$ cat src/rtl/fir_mdc_out_packer.sv
// Packs pairs of narrowed FIR output samples into 32-bit words for the TCDM streamer.
// Define FIR_MDC_OUT_SAT_EN to saturate, rather than truncate, when narrowing to 16 bits.
module fir_mdc_out_packer #(
    parameter int IN_WIDTH  = 32,
    parameter int CNT_WIDTH = 16
) (
    input  logic                        clk_i,
    input  logic                        rst_i,
    input  logic                        clear_i,
    input  logic                        start_i,
    input  logic        [CNT_WIDTH-1:0] len_i,
    input  logic        [4:0]           shift_i,
    input  logic signed [IN_WIDTH-1:0]  in_data_i,
    input  logic                        in_valid_i,
    output logic                        in_ready_o,
    output logic        [31:0]          out_data_o,
    output logic        [3:0]           out_strb_o,
    output logic                        out_valid_o,
    input  logic                        out_ready_i,
    output logic                        busy_o,
    output logic                        done_o,
    output logic        [CNT_WIDTH-1:0] cnt_o
);

    typedef enum logic [1:0] {IDLE, RUN, DRAIN, DONE} state_t;

    state_t                       state;
    logic        [CNT_WIDTH-1:0]  len_r;
    logic        [4:0]            shift_r;
    logic        [CNT_WIDTH-1:0]  scnt_p0;
    logic        [CNT_WIDTH-1:0]  scnt_nxt;
    logic        [15:0]           half_p0;
    logic signed [IN_WIDTH-1:0]   shifted_p0;
    logic        [15:0]           lane_p0;
    logic                         in_hs;
    logic                         out_hs;
    logic                         last_p0;

    // Saturation only needs to know whether the bits above bit 15 are a pure sign extension.
    function automatic logic [15:0] narrow(input logic signed [IN_WIDTH-1:0] s);
`ifdef FIR_MDC_OUT_SAT_EN
        logic [IN_WIDTH-16:0] hi;
        hi = s[IN_WIDTH-1:15];
        if (hi != '0 && hi != '1) return s[IN_WIDTH-1] ? 16'h8000 : 16'h7FFF;
`endif
        return s[15:0];
    endfunction

    assign in_ready_o = (state == RUN) && (!out_valid_o || out_ready_i);
    assign in_hs      = in_valid_i && in_ready_o;
    assign out_hs     = out_valid_o && out_ready_i;
    assign busy_o     = (state != IDLE);
    assign shifted_p0 = in_data_i >>> shift_r;
    assign lane_p0    = narrow(shifted_p0);
    assign scnt_nxt   = scnt_p0 + CNT_WIDTH'(1);
    assign last_p0    = (scnt_nxt == len_r);

    // ---- stage p0 -> output register: half-word assembly and job control ----
    always_ff @(posedge clk_i) begin
        if (rst_i || clear_i) begin
            state       <= IDLE;
            len_r       <= '0;
            shift_r     <= '0;
            scnt_p0     <= '0;
            half_p0     <= '0;
            out_data_o  <= '0;
            out_strb_o  <= '0;
            out_valid_o <= 1'b0;
            done_o      <= 1'b0;
            cnt_o       <= '0;
        end else begin
            done_o <= 1'b0;
            if (out_hs) begin
                out_valid_o <= 1'b0;
                cnt_o       <= cnt_o + CNT_WIDTH'(1);
            end
            case (state)
                IDLE: begin
                    if (start_i) begin
                        len_r   <= len_i;
                        shift_r <= shift_i;
                        scnt_p0 <= '0;
                        cnt_o   <= '0;
                        state   <= (len_i != '0) ? RUN : DONE;
                    end
                end
                RUN: begin
                    if (in_hs) begin
                        scnt_p0 <= scnt_nxt;
                        if (scnt_p0[0]) begin
                            out_data_o  <= {lane_p0, half_p0};
                            out_strb_o  <= 4'b1111;
                            out_valid_o <= 1'b1;
                        end else if (last_p0) begin
                            out_data_o  <= {16'h0000, lane_p0};
                            out_strb_o  <= 4'b0011;
                            out_valid_o <= 1'b1;
                        end else begin
                            half_p0 <= lane_p0;
                        end
                        if (last_p0) state <= DRAIN;
                    end
                end
                DRAIN: begin
                    if (out_hs) state <= DONE;
                end
                DONE: begin
                    done_o <= 1'b1;
                    state  <= IDLE;
                end
                default: state <= IDLE;
            endcase
        end
    end

endmodule

$ cat config.mk
export PLATFORM = sky130hd
export DESIGN_NAME = fir_mdc_out_packer
export DESIGN_NICKNAME = d
export VERILOG_FILES = /design/src/rtl/fir_mdc_out_packer.sv
export SDC_FILE = /design/constraint.sdc
export NUM_CORES = 1
export LEC_CHECK = 0
export ABC_CLOCK_PERIOD_IN_PS = 4650
export CAP_MARGIN = 15
export CORE_UTILIZATION = 45
export DETAILED_ROUTE_END_ITERATION = 8
export GPL_ROUTABILITY_DRIVEN = 0
export GPL_TIMING_DRIVEN = 0
export PLACE_DENSITY = 0.7
export SLEW_MARGIN = 10
export SYNTH_ARGS = -nofsm -noshare
export SYNTH_HDL_FRONTEND = slang
export SYNTH_SLANG_ARGS = --single-unit
$ cat constraint.sdc
create_clock -name clk_i -period 4.65 [get_ports clk_i]
set_input_delay 1.395 -clock clk_i [delete_from_list [all_inputs] [get_ports clk_i]]
set_output_delay 1.395 -clock clk_i [all_outputs]
set_load 0.005 [all_outputs]
# == Yosys cells after proc, flatten, opt, wreduce, memory -nomap -nowiden ==
# Cells that the tools add are included.
# op_classes
n_eq_ne,8
shifts,1
n_reduce_logical,16
bitwise_logic,2
n_addsub,2
n_mux,22
# op_table
cell,count
two-way mux 16 bit,5
two-way mux 32 bit,2
adder 16 x 1 -> 16 bit (second input constant),2
one-hot mux 16 bit (2 select lines),1
>>> shifter 32 x 5 -> 16 bit,1
== test 16 bit,1
nonzero test 16 bit,1
two-way mux 2 bit,5
two-way mux 4 bit,2
inequality test 2 bit (second input constant),4
one-hot mux 2 bit (4 select lines),1
AND reduction 4 bit,2
two-way mux 1 bit,6
AND reduction 3 bit,2
nonzero test 2 bit,3
== test 2 bit (second input constant),2
logical AND 1 bit,3
== test 2 x 1 -> 1 bit (second input constant),1
zero test 2 bit,1
logical OR 1 bit,2
NOT 1 bit,2
AND reduction 2 bit,1
zero test 1 bit,1
# totals
inputBits,59
wordCells,61
output_inout_bits,56
reg_bits,109

# == Depth between registers and ports, before layout ==
# Gate-level depths: netlist of run 1.
# depth
ltp_word,6
mapped_depth,11
depth_no_buf,9

# == Least setup slack after synthesis of run 1 ==
# Ideal clock, no wire load.
# synth_path
path_type,input-to-output
start,input out_ready_i
end,output in_ready_o
setup_slack_ns,1.535
t_arrival_ns,1.720
t_required_ns,3.255
path_stages,2
cell_sequence,nand2b_1 and2_1
# synth_between
elab_chain_len,2
# synth_rtl
item,line,text
from (decl),19,"input logic out_ready_i,"
logical OR 1 bit,49,assign in_ready_o = (state == RUN) && (!out_valid_o || out_ready_i);
logical AND 1 bit,49,
to (decl),15,"output logic in_ready_o,"
# No other way between the ends.

# == Worst setup path in the final report of run 1 ==
# Ends and elaborated chain as after synthesis.

==> flow_summary.toml, run 1 <==
[outcome]
outcome = "complete, no violations"

[floorplan]
ioPinCount = 115
std_cell_rows = 43
die_h_um = 122
start_util_pct = 46.2
die-area_mm2 = 0.0148
die_x_um = 122
core_mm2 = 0.0139

[worst_setup_path]
worstPathRequired_ns = 3.25
arrival_ns = 2.75
reg2reg_slack_ns = 1.47
criticalPathCategory = "input pin to output port"
critPathMaxFanout = 4
end_kind = "output port"
start_kind = "input pin"

[clock_tree]
tritoncts = "yes"
cts_sinks = 107
ctsHoldBuffers = 0
clk_pin_slew_ns = 0.06
cts_max_level = 3
insertion_delay_ns = 0.35
cts_root_buffer = "clkbuf_16"
cts_setup_buffers = 0
cts_resized = 0
cts_buffers = 9
cts_buffer_depth = 2

[yosys]
syn_nets = 835
ys_seq_area_share_pct = 33.3
synth_top_cell_by_area = "dfxtp_1"
async_reset_ff_share_pct = 0
synth_seq_cells = 107
yosysWarningCount = 0
synth_most_common_cell = "dfxtp_1"
synthTopCellsByCount = "dfxtp_1 (107), nand2_1 (103), nor2_1 (95)"
syn-mean-instance-area_um2 = 8.36
yosys-top-cells-area = "dfxtp_1 (33%), mux4_2 (8.4%), nand2_1 (6.0%), a21oi_1 (5.8%), nor2_1 (5.5%)"
synth_top_area_share_pct = 33.3
ys.flop_type = "dfxtp_1"
synthCells = 769
syn-cell-area_mm2 = 0.00643
synth_edf_count = 0
ys_types = 54

[sta]
skew_ns = 0.0104
worstMarginPinSlew_ns = 0.740
timing.hold.ws_ns = 0.469
hold_viol_final = 0
fin_crit_ns = 4.14
fmax_ghz = 0.241
final_max_slew_viol_count = 0
slew_headroom_pct = 50.3
rsz0062_at_grt = "false"
tns_ns = 0
period_share_pct = 89.1
finalSetupViolCount = 0

[global_route]
grt_overflow = 0
grt_pass1_wl_um = 29600
grt.total_usage_pct = 25.5
antenna_found_initial = 0
grt_start_max_net_pins = 18
grt_pass1_vias = 5787

[routing]
avgRoutedWirePerCell_um = 17.1
vias = 6274
viasPerCell = 5.82
drt_iter0_markers = 430
antenna_left = 0
drtPass1Iterations = 5
drc = 0
wl_um = 18500

[worst_hold_path]
min_path_type = "flip-flop to flip-flop"

[power_and_ir_drop]
p_per_area_mw_per_mm2 = 246
p_leak_nw = 2.87
peakVddDrop_mv = 0.171

[finish]
diodes = 0
final_layout_size_suffix_gt1_share_pct = 10.5
post-route-util_pct = 57.9
nets = 960
fillers = 1312
synthToLayoutAreaGrowth_pct = 25.4

[placed_design]
port_buffers = 114
place_hpwl_um = 14200

[job]
cap_violations = 0
final timing paths:
kind / from / endpoint / cells past startpoint
setup reg to reg: scnt_p0[1] / out_data_o[11] / 10
setup / recovery: out_ready_i / in_ready_o / 4
hold reg to reg: len_r[14] / len_r[14] / 2
hold / removal: len_r[14] / len_r[14] / 2
kinds of logic (layout without fill, tap and decap cells):
kind of cell | count (synthesis) | after routing | synth area share, %
AND/OR/NAND/NOR | 306 | 306 | 21.4
AO/OA/AOI/OAI | 163 | 163 | 16.7
flip-flops | 107 | 107 | 33.3
multiplexers | 77 | 77 | 17.0
buffers and inverters | 72 | 201 | 5.00
XOR/XNOR | 37 | 37 | 5.15
adder cells (fa/ha/maj) | 7 | 7 | 1.36
cell usage in the layout (no fill, tap or decap), types with 15 or more instances in the layout:
master,n
a21oi_1,75
a32o_1,16
clkbuf_1,39
clkdlybuf4s50_1,114
dfxtp_1,107
mux2_2,19
mux2i_1,34
mux4_2,24
nand2_1,103
nand3_1,21
nor2_1,95
nor3_1,38
o21ai_0,31
xnor2_1,15
xor2_1,21
power breakdown:
part	internal [mW]	leakage, nW	total [mW]	switching, mW
clock network	0.364	0.125	0.709	0.345
registers	0.925	0.864	0.932	0.00733
logic	0.150	1.88	0.342	0.192
total	1.44	2.87	1.98	0.544
layer usage:
| metal | GRT usage, % | wire length, um | vias to the layer above |
|---|---|---|---|
| met5 | 0 | 0 | - |
| met4 | 9.72 | 510 | 0 |
| met3 | 3.65 | 1070 | 37 |
| met2 | 40.7 | 8400 | 223 |
| met1 | 34.8 | 8510 | 2985 |
| li1 | - | - | 3029 |
layout make-up:
cell class,count,area [um^2],area share [%]
clock buffer,10,229,2.84
tap,180,225,2.79
inverter,8,30.0,0.372
timing repair buffer,114,1140,14.1
sequential,107,2140,26.6
clock inverter,5,37.5,0.465
multi-input combinational,590,3970,49.2
buffer,64,292,3.61
sequential cells by signal, indices dropped and copies added, names as in the netlist:
signal	count
out_data_o	32
cnt_o	16
half_p0	16
len_r	16
scnt_p0	16
shift_r	5
out_strb_o	2
state	2
done_o	1
out_valid_o	1
critical path: stages:
cell and delay [ns]:
clkdlybuf4s50_1 0.52, nand2b_1 0.18, and2_1 0.14, clkdlybuf4s50_1 0.51
stage by stage:
stage / instances / cell area, um^2 / power (mW) / worst slack, ns
after global routing: 1078 / 8070 / 2.05 / 0.456
after CTS: 1078 / 8070 / 1.99 / 0.513
after global placement: 1063 / 7800 / 1.29 / 0.520
after detailed placement: 1063 / 7800 / 1.29 / 0.521
after floorplan: 769 / 6430 / 1.15 / 1.53
final: 1078 / 8070 / 1.98 / 0.506
No activity file was read; power rests on OpenSTA's default activity.
==> run 2, diff against run 1 <==
--- a/config.mk
+++ b/config.mk
@@ -5,6 +5,7 @@
 export SDC_FILE = /design/constraint.sdc
 export NUM_CORES = 1
 export LEC_CHECK = 0
+export ABC_AREA = 1
 export ABC_CLOCK_PERIOD_IN_PS = 4650
 export CAP_MARGIN = 15
 export CORE_UTILIZATION = 45
==> run 2 against run 1 <==
Effect of this change: register-to-register slack better by 0.51 ns; synthesized cell count increased by 38%; setup slack better by 0.11 ns; final cell count increased by 27%; highest routed layer unchanged; combinational power rose by 22%.
==> flow_summary.toml, run 2 <==
[outcome]
outcome = "complete, no violations"

[sta]
fin_crit_ns = 4.04
period_share_pct = 86.8
slew_headroom_pct = 54.5
worst_slack_ns = 0.612
skew_ns = 0.00921
worstMarginPinSlew_ns = 0.680
hold_viol_final = 0
timing.hold.ws_ns = 0.462
final_max_slew_viol_count = 0
tns_ns = 0
finalSetupViolCount = 0
rsz0062_at_grt = "false"
fmax_ghz = 0.248

[routing]
viasPerCell = 5.34
wl_um = 20400
antenna_left = 0
vias = 7332
drc = 0
avgRoutedWirePerCell_um = 14.9
drtPass1Iterations = 7
drt_iter0_markers = 621

[yosys]
yosysWarningCount = 0
syn-cell-area_mm2 = 0.00666
synth_edf_count = 0
synth_top_cell_by_area = "dfxtp_1"
synth-compound-area-share_pct = 12.1
synth-simple-area-share_pct = 43.6
yosys-top-cells-area = "dfxtp_1 (32%), nand2_1 (19%), nand3_1 (11%), a21oi_1 (6.5%), o21ai_0 (4.6%)"
synth_top_family_by_area = "simple AND/OR/NAND/NOR gates"
syn_nets = 1125
synth_fa_ha_area_share_pct = 1.32
async_reset_ff_share_pct = 0
synthCells = 1059
synth_seq_cells = 107
synth_top_area_share_pct = 32.2
syn-mean-instance-area_um2 = 6.28
ys.flop_type = "dfxtp_1"
synth.area.mux_share_pct = 0.602
ys_types = 39
synthTopCellsByCount = "nand2_1 (341), nand3_1 (152), dfxtp_1 (107)"
synth_most_common_cell = "nand2_1"
ys_seq_area_share_pct = 32.2
synth_xor_area_share_pct = 2.26

[finish]
fin_cells = 1373
layout_common_cells = "nand2_1 (341), nand3_1 (152), clkdlybuf4s50_1 (114), dfxtp_1 (107), a21oi_1 (86)"
final_layout_size_suffix_gt1_share_pct = 5.63
mostFrequentLayoutCell = "nand2_1"
largest_reg_flops = 32
top_register = "out_data_o"
stdcell_area_mm2 = 0.00833
nets = 1250
fillers = 1445
synthToLayoutAreaGrowth_pct = 25.2
post-route-util_pct = 57.6
diodes = 0

[clock_tree]
tritoncts = "yes"
cts_setup_buffers = 0
clk_pin_slew_ns = 0.07
cts_resized = 0
ctsHoldBuffers = 0
insertion_delay_ns = 0.36
cts_buffers = 9
cts_buffer_depth = 2
cts_max_level = 3
cts_sinks = 107
cts_root_buffer = "clkbuf_16"

[worst_setup_path]
worstPathRequired_ns = 3.25
path_common_cell = "clkdlybuf4s50_1"
arrival_ns = 2.64
crit_buf_inv = 3
start_kind = "input pin"
end_kind = "output port"
reg2reg_slack_ns = 1.98
critPathMaxFanout = 2
slowest_stage = "clkdlybuf4s50_1"
crit_family = "buffers and inverters"
crit_path_cell_trace = "clkdlybuf4s50_1 > inv_1 > a21oi_1 > clkdlybuf4s50_1"
criticalPathCategory = "input pin to output port"
cp_slowest_stage_delay_ns = 0.53

[power_and_ir_drop]
p_total_mw = 2.16
swShare_pct = 29.5
pwr-share-clk_pct = 37.4
p_leak_nw = 3.19
power.switching_mw = 0.636
p_per_area_mw_per_mm2 = 259
p_int_mw = 1.52
power_frac_comb_pct = 19.3
seq_power_share_pct = 43.3
peakVddDrop_mv = 0.222

[global_route]
grt.total_usage_pct = 27.2
grt_start_max_net_pins = 19
grt_overflow = 0
antenna_found_initial = 0
grt_pass1_vias = 6421
grt_pass1_wl_um = 32200

[placed_design]
place_hpwl_um = 15500
port_buffers = 114
dp.cells = 1357
dp_slack_ns = 0.593
dpl_cell_area_mm2 = 0.00803

[floorplan]
core_mm2 = 0.0145
die-area_mm2 = 0.0153
start_util_pct = 46.0
die_x_um = 124
die_h_um = 124
std_cell_rows = 44
ioPinCount = 115

[worst_hold_path]
min_path_type = "flip-flop to flip-flop"

[job]
cap_violations = 0
-- run 2: cell types whose count changed in the layout (fill, tap and decap cells not counted), sizes merged, moves of 24 or more --
cell,change
nor3,-32
mux2i,-30
nand2,+242
nand3,+133
inv,+55
o21ai,+26
mux4,-24
-- run 2: cell families (layout without fill, tap and decap cells) --
logic type | Yosys count | after routing
AND/OR/NAND/NOR | 648 | 648
AO/OA/AOI/OAI | 156 | 156
buffers and inverters | 123 | 253
flip-flops | 107 | 107
XOR/XNOR | 14 | 14
adder cells (fa/ha/maj) | 7 | 7
multiplexers | 4 | 4
-- run 2: worst min-delay path: cells and delay by family, from the launching register on --
kind / cells / cell delay (ns)
compound gates: 1 / 0.05
flops: 1 / 0.31
simple gates: 1 / 0.06
-- run 2: area by class of cell --
type / instances / area, um^2 / area share [%]
sequential: 107 / 2140 / 25.7
buffer: 60 / 287 / 3.44
multi-input combinational: 829 / 3990 / 47.9
inverter: 63 / 236 / 2.84
clock buffer: 11 / 243 / 2.91
timing repair buffer: 114 / 1140 / 13.7
tap: 184 / 230 / 2.76
clock inverter: 5 / 65.1 / 0.781
-- run 2: layer usage --
layer	track usage (%)	share of wire [%]	wire length (um)
met1	39.3	48	9880
met2	39.9	42	8630
met3	5.49	7.1	1450
met4	8.89	2.4	486
met5	0	0	0
-- run 2: path summary, 6_finish.rpt --
kind / start / to / cells after the start
hold / removal: half_p0[14] / half_p0[14] / 2
setup / recovery: out_ready_i / in_ready_o / 4
setup reg to reg: state[1] / scnt_p0[10] / 14
hold reg to reg: half_p0[14] / half_p0[14] / 2
-- run 2: power groups by stage --
stage	combinational, mW	clock [mW]	sequential (mW)
3_3_place_gp	0.405	0	0.956
5_1_grt	0.456	0.854	0.935
6_report	0.416	0.805	0.934
3_5_place_dp	0.403	0	0.956
2_1_floorplan	0.251	0	0.954
4_1_cts	0.406	0.819	0.934
